<file path="src/rtl/averaged_bcd_converter.sv">
// Periodic binary-to-BCD converter feeding the seven-segment display driver.
// Latency: N+1 cycles from the capture tick to the valid pulse (17 at N=16).
// Backpressure: none. The display driver must accept valid whenever it pulses.
//
// Ports:
//   clk       system clock
//   reset     synchronous, active-high
//   EN        enables the update timer; an in-flight conversion always completes
//   Din       averaged sample, sampled only on the capture tick
//   bcd       packed BCD, digit 0 (units) in bits [3:0], held between updates
//   valid     one-cycle strobe coincident with the first cycle of a new bcd
//   busy      high while a conversion is in progress
//   overflow  last captured value exceeded 10^DIGITS-1 (bcd saturated to all 9s)
//
// Optional feature: define BCD_LEADING_ZERO_BLANK_EN to replace leading zero
// digits (MSD down to digit 1) with 4'hF, which the display driver shows blank.

module averaged_bcd_converter #(
    parameter int N             = 16,
    parameter int DIGITS        = 5,
    parameter int UPDATE_PERIOD = 1_000_000
) (
    input  logic                  clk,
    input  logic                  reset,
    input  logic                  EN,
    input  logic [N-1:0]          Din,
    output logic [4*DIGITS-1:0]   bcd,
    output logic                  valid,
    output logic                  busy,
    output logic                  overflow
);

    localparam int BW = 4 * DIGITS;             // BCD field width
    localparam int SW = N + BW;                 // full shift register width
    localparam int TW = $clog2(UPDATE_PERIOD);  // update timer width
    localparam int IW = $clog2(N + 1);          // iteration counter width
    // 10^DIGITS < 16^DIGITS, so max(N, BW) bits holds both operands exactly.
    localparam int CW = (N > BW) ? N : BW;

    // A new tick must never arrive before the previous conversion finished.
    if (UPDATE_PERIOD < N + 3) begin : g_period_check
        $error("averaged_bcd_converter: UPDATE_PERIOD must be >= N+3");
    end

    function automatic logic [CW-1:0] pow10(input int d);
        logic [CW-1:0] p;
        p = CW'(1);
        for (int i = 0; i < d; i++) begin
            p = p * CW'(10);
        end
        return p;
    endfunction

    localparam logic [CW-1:0] LIMIT = pow10(DIGITS);

    typedef enum logic [1:0] {
        IDLE,
        CONVERT,
        FINISH
    } state_t;

    state_t          state_q, state_d;
    logic [TW-1:0]   timer_q, timer_d;
    logic [SW-1:0]   sr_q, sr_d;
    logic [IW-1:0]   iter_q, iter_d;
    logic            ovf_pend_q, ovf_pend_d;
    logic [BW-1:0]   bcd_q, bcd_d;
    logic            ovf_q, ovf_d;
    logic            valid_q, valid_d;

    logic            tick;
    logic [SW-1:0]   sr_adj;
    logic [BW-1:0]   digits_fmt;

    // Update timer: holds while EN is low, wraps to 0 on the tick edge.
    assign tick = EN && (timer_q == TW'(UPDATE_PERIOD - 1));

    always_comb begin
        timer_d = timer_q;
        if (EN) begin
            timer_d = tick ? '0 : timer_q + 1'b1;
        end
    end

    // Double-dabble correction: any BCD nibble >= 5 gets +3 before the shift,
    // so that the shift carries into the next decade correctly.
    always_comb begin
        sr_adj = sr_q;
        for (int d = 0; d < DIGITS; d++) begin
            if (sr_q[N + 4*d +: 4] >= 4'd5) begin
                sr_adj[N + 4*d +: 4] = sr_q[N + 4*d +: 4] + 4'd3;
            end
        end
    end

    // Final digit formatting applied when the result is loaded.
`ifdef BCD_LEADING_ZERO_BLANK_EN
    logic lead;
    always_comb begin
        digits_fmt = sr_q[SW-1:N];
        lead       = 1'b1;
        for (int d = DIGITS - 1; d >= 1; d--) begin
            if (lead && (digits_fmt[4*d +: 4] == 4'h0)) begin
                digits_fmt[4*d +: 4] = 4'hF;
            end else begin
                lead = 1'b0;
            end
        end
    end
`else
    always_comb begin
        digits_fmt = sr_q[SW-1:N];
    end
`endif

    // FSM next-state and datapath.
    always_comb begin
        state_d    = state_q;
        sr_d       = sr_q;
        iter_d     = iter_q;
        ovf_pend_d = ovf_pend_q;
        bcd_d      = bcd_q;
        ovf_d      = ovf_q;
        valid_d    = 1'b0;

        unique case (state_q)
            IDLE: begin
                // Ticks outside IDLE are dropped by construction.
                if (tick) begin
                    sr_d       = {{BW{1'b0}}, Din};
                    ovf_pend_d = (CW'(Din) >= LIMIT);
                    iter_d     = IW'(N);
                    state_d    = CONVERT;
                end
            end
            CONVERT: begin
                sr_d   = {sr_adj[SW-2:0], 1'b0};
                iter_d = iter_q - 1'b1;
                if (iter_q == IW'(1)) begin
                    state_d = FINISH;
                end
            end
            FINISH: begin
                bcd_d   = ovf_pend_q ? {DIGITS{4'h9}} : digits_fmt;
                ovf_d   = ovf_pend_q;
                valid_d = 1'b1;
                state_d = IDLE;
            end
            default: begin
                state_d = IDLE;
            end
        endcase
    end

    always_ff @(posedge clk) begin
        if (reset) begin
            state_q    <= IDLE;
            timer_q    <= '0;
            sr_q       <= '0;
            iter_q     <= '0;
            ovf_pend_q <= 1'b0;
            bcd_q      <= '0;
            ovf_q      <= 1'b0;
            valid_q    <= 1'b0;
        end else begin
            state_q    <= state_d;
            timer_q    <= timer_d;
            sr_q       <= sr_d;
            iter_q     <= iter_d;
            ovf_pend_q <= ovf_pend_d;
            bcd_q      <= bcd_d;
            ovf_q      <= ovf_d;
            valid_q    <= valid_d;
        end
    end

    assign bcd      = bcd_q;
    assign valid    = valid_q;
    assign overflow = ovf_q;
    assign busy     = (state_q != IDLE);

endmodule

</file>
<file path="config.mk">
export PLATFORM = sky130hd
export DESIGN_NAME = averaged_bcd_converter
export DESIGN_NICKNAME = d
export VERILOG_FILES = /design/src/rtl/averaged_bcd_converter.sv
export SDC_FILE = /design/constraint.sdc
export NUM_CORES = 1
export LEC_CHECK = 0
export CAP_MARGIN = 20
export CORE_MARGIN = 2
export CORE_UTILIZATION = 58
export CTS_BUF_LIST = sky130_fd_sc_hd__clkbuf_16
export CTS_CLUSTER_DIAMETER = 50
export DETAILED_ROUTE_END_ITERATION = 10
export PLACE_DENSITY = 0.81
export SLEW_MARGIN = 20
export SYNTH_ARGS = -nofsm -noshare
export SYNTH_HDL_FRONTEND = slang
export SYNTH_SLANG_ARGS = --single-unit
</file>
<file path="constraint.sdc">
create_clock -name clk -period 5.1 [get_ports clk]
set_input_delay 0.51 -clock clk [delete_from_list [all_inputs] [get_ports clk]]
set_output_delay 0.51 -clock clk [all_outputs]
set_load 0.01 [all_outputs]
</file>
==> results of run 1 <==
-- cell usage after synthesis, types with 8 or more instances --
cell	count	area share [%]
inv_1	16	1.5
ha_1	13	4.0
clkbuf_1	18	1.7
nand2b_1	10	1.5
a211oi_1	30	5.5
o21ai_0	18	2.2
nand2_1	57	5.2
xor2_1	11	2.4
buf_2	8	0.98
nor2_1	21	1.9
xnor2_1	10	2.1
mux2i_1	20	4.9
dfxtp_1	84	41
a21oi_1	39	4.8
nor2b_1	9	1.4
or3_1	10	1.5
-- through the flow --
step / hold WS, ns / instances / setup slack [ns] / cell area (sq um)
global placement: 0.441 / 574 / 2.30 / 4490
detailed placement: 0.447 / 574 / 2.24 / 4490
floorplan: 0.432 / 464 / 3.39 / 4080
finish: 0.452 / 590 / 2.60 / 4780
global route: 0.465 / 590 / 2.47 / 4780
CTS: 0.455 / 590 / 2.57 / 4780
-- layout make-up --
| cell class | count | area, sq um |
|---|---|---|
| Tap cell | 96 | 120 |
| Sequential cell | 84 | 1680 |
| Multi-Input combinational cell | 333 | 2200 |
| Clock inverter | 7 | 67.6 |
| Fill cell | 545 | 2010 |
| Clock buffer | 9 | 225 |
| Inverter | 16 | 60.1 |
| Timing Repair Buffer | 45 | 433 |
-- final timing paths --
| check | start | to | cells past startpoint |
|---|---|---|---|
| max | EN | iter_q[0] | 5 |
| min | bcd[7] | bcd[7] | 2 |
| max reg2reg | timer_q[7] | sr_q[4] | 4 |
| min reg2reg | bcd[7] | bcd[7] | 2 |
-- state kept, by name, indices dropped and copies added (netlist names) --
| signal | count |
|---|---|
| bcd | 20 |
| iter_q | 5 |
| sr_q | 36 |
| state_q | 2 |
| timer_q | 20 |
| valid | 1 |
-- metal layers --
| metal | wire length [microns] | part of all wire [%] | vias to the layer above | GRT usage, % |
|---|---|---|---|---|
| met4 | 146 | 1.7 | 0 | 11.2 |
| met3 | 409 | 4.6 | 12 | 4.62 |
| met1 | 3990 | 45 | 1626 | 30.9 |
| li1 | - | - | 1715 | - |
| met5 | 0 | 0 | - | 0 |
| met2 | 4260 | 48 | 90 | 39.5 |
-- worst max-delay path, cell delays in order --
cell and delay [ns]:
clkdlybuf4s50_1 0.60, nand3_2 0.15, nor3_2 0.85, a211oi_2 0.28, mux2_2 0.33
-- power by group --
part	internal, mW	switching, mW	total (mW)
Clock	0.376	0.265	0.642
Sequential	0.658	0.00188	0.660
Combinational	0.0186	0.0181	0.0367
Total	1.05	0.285	1.34
-- cells by family (layout without fill, tap and decap cells) --
group | Yosys count | count (layout)
muxes | 22 | 22
DFF | 84 | 84
AOI/OAI and AO/OA | 124 | 124
other | 1 | 1
buffers and inverters | 47 | 77
xor gates and xnor gates | 21 | 21
and+or+nand+nor | 152 | 152
adders and majority gates | 13 | 13
==> metrics.txt, run 1 <==
P per Cell Area=280 nW/um^2; WL/cell=14.9 microns; grt ovf=0; layout cell share with drive strength beyond 1=around 6.7%; total power=1.34 mW; Syn Nets=~500; die area=7730 sq um; Slew Limit Fails=0; CTS tree=built; distinct cell type count after synthesis=53; GP Congestion=0.799; LEAKAGE=1.59 nW; Fmax achieved=0.400 GHz; most frequent cells in the layout=84 x dfxtp_1, 57 x nand2_1, 39 x a21oi_1, 39 x clkdlybuf4s50_1, 30 x a211oi_1; post_cts resized=0; gr usage total=24.2%; Synth Area in Adders=3.98%; Site Rows=30; register area share after synthesis=41.2%; CORE AREA=6790 sq um; CP Max Fanout=16; Die X=87.9 microns; initial antenna violation count=0; n_diodes=0; Setup TNS Final=0 ns; final-stage net count=521; Reg2Reg Setup Slack=2.75 ns; Skew-Pair Late Insertion Delay=0.34 ns; Hold Crit Class=register to register; hpwl dp=5700 microns; post-DR vias/cell=5.84; CTS Buffer Depth=2; initial core utilization=60.1%; endpoint class of the critical path=register; Final min period=between 2 and 2.5 ns; TritonCTS Buffers=9; Post-CTS Hold Buffers=0; first-pass GRT wire length=~15000 microns; outcome=completed; ys async rst share=0%; most common cell after layout, fill and taps aside=dfxtp_1; RSZ-0062 raised after global routing=false; Via Count=3443; CP required=between 5 and 6 ns; drt initial violations=slightly above 200; DRC Markers=0; number of global-route vias before repair=3226; Max rail drop VDD=198 uV; H-tree depth=3; XOR/XNOR share of the synthesized area=4.50%; crit path launch type=input pin; Cells after Synth=464; Max-Cap Viols=0; Synth Area in Compound Gates=19.9%; Post-synth EDFFs=0; Routed WL=8800 microns; count of final setup violators=0; Synth Area in Simple Gates=19.9%; Avg Cell Area, Syn=8.80 sq um; crit path DAT=2.73 ns; largest family of logic cells by synthesized area=simple AND/OR/NAND/NOR gates; First-pass DRT Iterations=4; Final Hold Vio Count=0; Finished Core Util=70.4%; cell area after synthesis=4080 sq um; clock sink count=84; Die Span Y=between 80 and 90 microns; Tcrit/Tclk final=49.0%; normalized max-slew margin=30.3%; antenna viol nets, final=0; Setup Skew=approximately 0.0077 ns; Crit Path Category=input pin to register; num ports=between 40 and 50; ys flop type=dfxtp_1; actual slew at the worst max-slew pin=1.04 ns; Yosys warning count=0; Post-CTS Setup Inserts=0; largest net degree at the start of global routing=43; clock root cell=clkbuf_16; count of state elements after synthesis=84; synthesis-to-finish area growth=17.2%; multiplexer area fraction after synthesis=5.45%; port bufs=40; CTS clock-pin slew for the worst setup and hold paths=0.06 ns
(Power assumes the default switching activity.)
==> run 2, diff against run 1 <==
--- a/config.mk
+++ b/config.mk
@@ -7,11 +7,11 @@
 export LEC_CHECK = 0
 export CAP_MARGIN = 20
 export CORE_MARGIN = 2
-export CORE_UTILIZATION = 58
+export CORE_UTILIZATION = 57
 export CTS_BUF_LIST = sky130_fd_sc_hd__clkbuf_16
 export CTS_CLUSTER_DIAMETER = 50
 export DETAILED_ROUTE_END_ITERATION = 10
-export PLACE_DENSITY = 0.81
+export PLACE_DENSITY = 0.8
 export SLEW_MARGIN = 20
 export SYNTH_ARGS = -nofsm -noshare
 export SYNTH_HDL_FRONTEND = slang
==> constraint.sdc (replaced) <==
create_clock -name clk -period 2.4 [get_ports clk]
set_input_delay 0.24 -clock clk [delete_from_list [all_inputs] [get_ports clk]]
set_output_delay 0.24 -clock clk [all_outputs]
set_load 0.01 [all_outputs]
==> run 2 against run 1 <==
  * Non-clock buffer count rose by 12
  * Design area rose by 2.0%
  * Clock skew fell by 0.0016 ns
  * Clock power rose by 110%
  * First-iteration DRC count rose by 6.3%
  * Cell count rose by 2.0%
  * Power rose by 110%
  * Register-to-register slack got worse by 2.2 ns
  * Routed wire length rose by 6.1%
  * Highest routed layer unchanged
==> metrics.txt, run 2 (synthesis gave the netlist of run 1 again) <==
reg2reg start=timer_q[0]; Hold Startpoint=reset; actual slew at the worst max-slew pin=0.648 ns (-0.392 ns); WL/cell=15.5 microns (+4.0%); hpwl dp=6250 microns (+9.7%); Die Span Y=88.6 microns (+0.84%); Fill cells=526 (-3.5%); drt initial violations=220 (+6.3%); post-DR vias/cell=5.81 (-0.40%); P per Cell Area=578 nW/um^2 (+110%); synthesis-to-finish area growth=19.5%; Skew-Pair Late Insertion Delay=0.34 ns (about the same); register with the most flip-flops=sr_q; LEAKAGE=1.66 nW (+4.3%); clock sink count=84 (unchanged); initial core utilization=59.5% (-0.66 points); max FFs per register=36 (unchanged); Post-CTS Setup Inserts=0 (unchanged); First-pass DRT Iterations=5 (+1); die area=7860 sq um (+1.7%); port bufs=40 (unchanged); layout cell share with drive strength beyond 1=8.50% (+1.8 points); first-pass GRT wire length=15400 microns (+4.3%); Die X=88.6 microns (+0.84%); Site Rows=30 (unchanged); Post-CTS Hold Buffers=0 (unchanged); Fmax achieved=0.493 GHz; Tcrit/Tclk final=between 80% and 90%; CORE AREA=6870 sq um (+1.1%); Most Crowded Layer GR=met2; final-stage net count=533 (+2.3%); crit path DAT=1.79 ns (-0.94 ns); crit path launch type=register; Max rail drop VDD=362 uV (+82%); H-tree depth=3 (unchanged); most frequent cells in the layout=84 x dfxtp_1, 57 x nand2_1, 39 x a21oi_1, 39 x clkdlybuf4s50_1, 30 x a211oi_1; met2 Resource Use GR=40.6% (+1.0 points); Routed WL=9340 microns (+6.1%); number of global-route vias before repair=3289 (+2.0%); CTS clock-pin slew for the worst setup and hold paths=0.06 ns (about the same); DRC Markers=0 (unchanged); Final min period=just over 2 ns; num ports=42 (unchanged); normalized max-slew margin=56.7% (+26 points); Max-Cap Viols=0 (unchanged); GR met1 Demand/Resource=32.4% (+1.5 points); post_cts resized=0 (unchanged); Reg2Reg Setup Slack=0.53 ns (-2.22 ns); Via Count=3499 (+1.6%); count of final setup violators=0 (unchanged); Final Hold Vio Count=0 (unchanged); largest net degree at the start of global routing=24 (-44%); RSZ-0062 raised after global routing=false; grt ovf=0 (unchanged); most common cell after layout, fill and taps aside=dfxtp_1; clock root cell=clkbuf_16; Hold Crit Class=input pin to register; n_diodes=0 (unchanged); CTS Buffer Depth=2 (unchanged); final cell count without fillers=602 (+2.0%); CP Max Fanout=14 (-2); GP Congestion=0.871 (+9.0%); TritonCTS Buffers=9 (unchanged); placed instance count=586 (+2.1%); Setup Skew=0.00609 ns (-0.00156 ns); Finished Core Util=71.1% (+0.63 points); WHS=0.295 ns (-0.156 ns); antenna viol nets, final=0 (unchanged); Slew Limit Fails=0 (unchanged); gr usage total=24.9% (+0.76 points); initial antenna violation count=0 (unchanged); endpoint class of the critical path=primary output; outcome=completed; Setup TNS Final=0 ns (unchanged); Crit Path Category=register to primary output; CP required=2.16 ns (-3.17 ns); CTS tree=built; CP startpoint=state_q[1]; met3 Use GR=4.94% (+0.33 points)
## run 2: stage by stage
| step | setup slack, ns | total power, mW | cell area (sq um) |
|---|---|---|---|
| after floorplan | 0.691 | 1.47 | 4080 |
| after global placement | 0.334 | 1.52 | 4590 |
| after detailed placement | 0.261 | 1.52 | 4590 |
| after CTS | 0.391 | 2.83 | 4880 |
| after global routing | 0.312 | 2.89 | 4880 |
| final | 0.371 | 2.82 | 4880 |
## run 2: where the power goes
part	switching [mW]	total, mW	internal [mW]	leakage, nW
registers	0.00453	1.40	1.40	0.677
clock network	0.542	1.33	0.793	0.147
logic	0.0413	0.0850	0.0437	0.839
total	0.587	2.82	2.23	1.66
## run 2: final cells by class
class,count,area [sq um],share of cell area (%)
Multi-Input combinational cell,333,2200,45.0
Sequential cell,84,1680,34.5
Timing Repair Buffer,57,536,11.0
Clock buffer,9,225,4.61
Tap cell,96,120,2.46
Clock inverter,7,61.3,1.26
Inverter,16,60.1,1.23
## run 2: worst max-delay path, cell delays in order (launching register included)
cell	delay [ns]
dfxtp_1	0.67
or2_2	0.24
clkdlybuf4s50_1	0.55
## run 2: routing by layer
metal / vias to the layer above / wire length, microns
li1: 1731 / -
met1: 1645 / 4350
met2: 99 / 4370
met3: 24 / 393
met4: 0 / 222
met5: - / 0
## run 2: path summary, 6_finish.rpt
check / endpoint / depth (start not counted)
worst max register to register: sr_q[6] / 6
worst min register to register: bcd[8] / 2
worst max-delay path: busy / 2
worst min-delay path: valid / 2
==> run 3, diff against run 2 <==
==> constraint.sdc (replaced) <==
create_clock -name clk -period 2 [get_ports clk]
set_input_delay 0.2 -clock clk [delete_from_list [all_inputs] [get_ports clk]]
set_output_delay 0.2 -clock clk [all_outputs]
set_load 0.01 [all_outputs]
==> run 3 against run 2 <==
  * Critical path depth unchanged
  * Clock-buffer cell count stayed put
  * Combinational power rose by 24%
  * Register-to-register slack got worse by 0.30 ns
  * Clock skew about the same
  * Largest power group unchanged
  * Hold slack better by 0.0036 ns
  * Highest routed layer unchanged
==> metrics.txt, run 3 (synthesis gave the netlist of run 1 again) <==
die area=7860 sq um (unchanged); Final Hold Vio Count=0 (unchanged); post-DR vias/cell=5.77 (-0.73%); Setup TNS Final=0 ns (unchanged); WL/cell=14.6 microns (-5.9%); final-stage net count=539 (+1.1%); post_cts resized=0 (unchanged); number of global-route vias before repair=3301 (+0.36%); switching power=0.722 mW (+23%); Final min period=1.85 ns; P per Cell Area=691 nW/um^2 (+19%); Die X=88.6 microns (unchanged); CTS Buffer Depth=2 (unchanged); Setup Skew=0.00584 ns (-0.000251 ns); Crit Path Category=register to primary output; CP required=1.80 ns (-0.36 ns); crit path cell chain=or2_2 > clkdlybuf4s50_1; DRC Markers=0 (unchanged); H-tree depth=3 (unchanged); sequential power share=49.3% (-0.4 points); critical path's largest stage delay=0.55 ns (-0.12 ns); actual slew at the worst max-slew pin=0.603 ns (-0.0441 ns); register with the most flip-flops=sr_q; Skew-Pair Late Insertion Delay=0.34 ns (about the same); WHS=0.299 ns (+0.00363 ns); most common cell after layout, fill and taps aside=dfxtp_1; Post-CTS Hold Buffers=0 (unchanged); Fill cells=533 (+1.3%); max FFs per register=36 (unchanged); placed instance count=592 (+1.0%); Tcrit/Tclk final=92.5%; outcome=completed; Max-Cap Viols=0 (unchanged); grt ovf=0 (unchanged); GP Congestion=0.825 (-5.3%); RSZ-0062 raised after global routing=false; WP buf/inv=1 (unchanged); drt initial violations=201 (-8.6%); Hold Crit Class=input pin to register; normalized max-slew margin=59.6% (+3.0 points); largest net degree at the start of global routing=25 (+4.2%); synthesis-to-finish area growth=21.1%; Finished Core Util=72.0% (+0.97 points); gr usage total=24.2% (-0.77 points); First-pass DRT Iterations=4 (-1); DP Area=4650 sq um (+1.3%); Fmax achieved=between 0.5 and 0.6 GHz; Die Span Y=88.6 microns (unchanged); most frequent cells in the layout=84 x dfxtp_1, 57 x nand2_1, 39 x a21oi_1, 39 x clkdlybuf4s50_1, 30 x a211oi_1; CP Max Fanout=11 (-3); CTS clock-pin slew for the worst setup and hold paths=0.06 ns (about the same); combinational share of power=3.1% (about the same); num ports=42 (unchanged); fin area=4950 sq um (+1.4%); clock root cell=clkbuf_16; critical path's top delay family=flip-flops; Site Rows=30 (unchanged); LEAKAGE=1.69 nW (+1.7%); Slew Limit Fails=0 (unchanged); crit path DAT=1.65 ns (-0.14 ns); Routed WL=8880 microns (-4.9%); clock sink count=84 (unchanged); antenna viol nets, final=0 (unchanged); layout cell share with drive strength beyond 1=9.96% (+1.5 points); initial core utilization=59.5% (unchanged); Via Count=3508 (+0.26%); switching share of power=21.1% (+0.31 points); n_diodes=0 (unchanged); first-pass GRT wire length=15100 microns (-1.7%); Post-CTS Setup Inserts=0 (unchanged); TritonCTS Buffers=9 (unchanged); Max rail drop VDD=481 uV (+33%); final cell count without fillers=608 (+1.0%); endpoint class of the critical path=primary output; CP max-delay cell=dfxtp_1; hpwl dp=6000 microns (-3.9%); CTS tree=built; count of final setup violators=0 (unchanged); Power Internal=2.69 mW (+21%); port bufs=40 (unchanged); Clock Power Share=47.7% (+0.4 points); crit path launch type=register; initial antenna violation count=0 (unchanged); CORE AREA=6870 sq um (unchanged)
## run 3: cell count changes in the layout (fill, tap and decap cells not counted)
cell        change
clkinv_4        +1
buf_4           +5
clkinvlp_4      +1
buf_12          +1
clkinv_1        -1
inv_1           -1
## run 3: layout make-up
cell class	count	area (sq um)	share of cell area, %
Multi-Input combinational cell	333	2200	44.4
Sequential cell	84	1680	34.0
Clock buffer	9	225	4.55
Tap cell	96	120	2.43
Timing Repair Buffer	63	593	12.0
Clock inverter	7	70.1	1.42
Inverter	16	60.1	1.21
## run 3: worst reg2reg max path, cell delays in order (launching register included)
cell	delay, ns
dfxtp_1	0.37
ha_1	0.23
nand3_2	0.14
or3_1	0.44
buf_4	0.19
o211ai_1	0.19
a21oi_1	0.10
## run 3: power by group through the flow
stage | combinational, mW | clock, mW | sequential (mW)
2_1_floorplan | 0.0487 | 0 | 1.72
4_1_cts | 0.105 | 1.65 | 1.68
5_1_grt | 0.114 | 1.72 | 1.68
3_3_place_gp | 0.103 | 0 | 1.72
6_report | 0.105 | 1.63 | 1.68
3_5_place_dp | 0.104 | 0 | 1.72
## run 3: path summary, 6_finish.rpt
path                                  from  endpoint  slack (ns)  cells past startpoint
worst min-delay path                 reset   bcd[16]        0.30                      2
worst max-delay path            state_q[1]      busy        0.15                      2
worst min register to register      bcd[7]    bcd[7]        0.45                      2
worst max register to register  timer_q[0]  sr_q[24]        0.23                      6
## run 3: through the flow
| step | total power [mW] | worst slack [ns] |
|---|---|---|
| after CTS | 3.44 | 0.154 |
| final | 3.42 | 0.150 |
| after global placement | 1.82 | 0.0815 |
| after floorplan | 1.77 | 0.291 |
| after global routing | 3.52 | 0.0769 |
| after detailed placement | 1.82 | 0.0448 |
## run 3: layer usage
metal,GRT usage [%],share of wire (%),up-vias
li1,-,-,1741
met1,31.5,47,1666
met2,40.3,47,86
met3,3.54,3.6,15
met4,9.37,1.9,0
met5,0,0,-
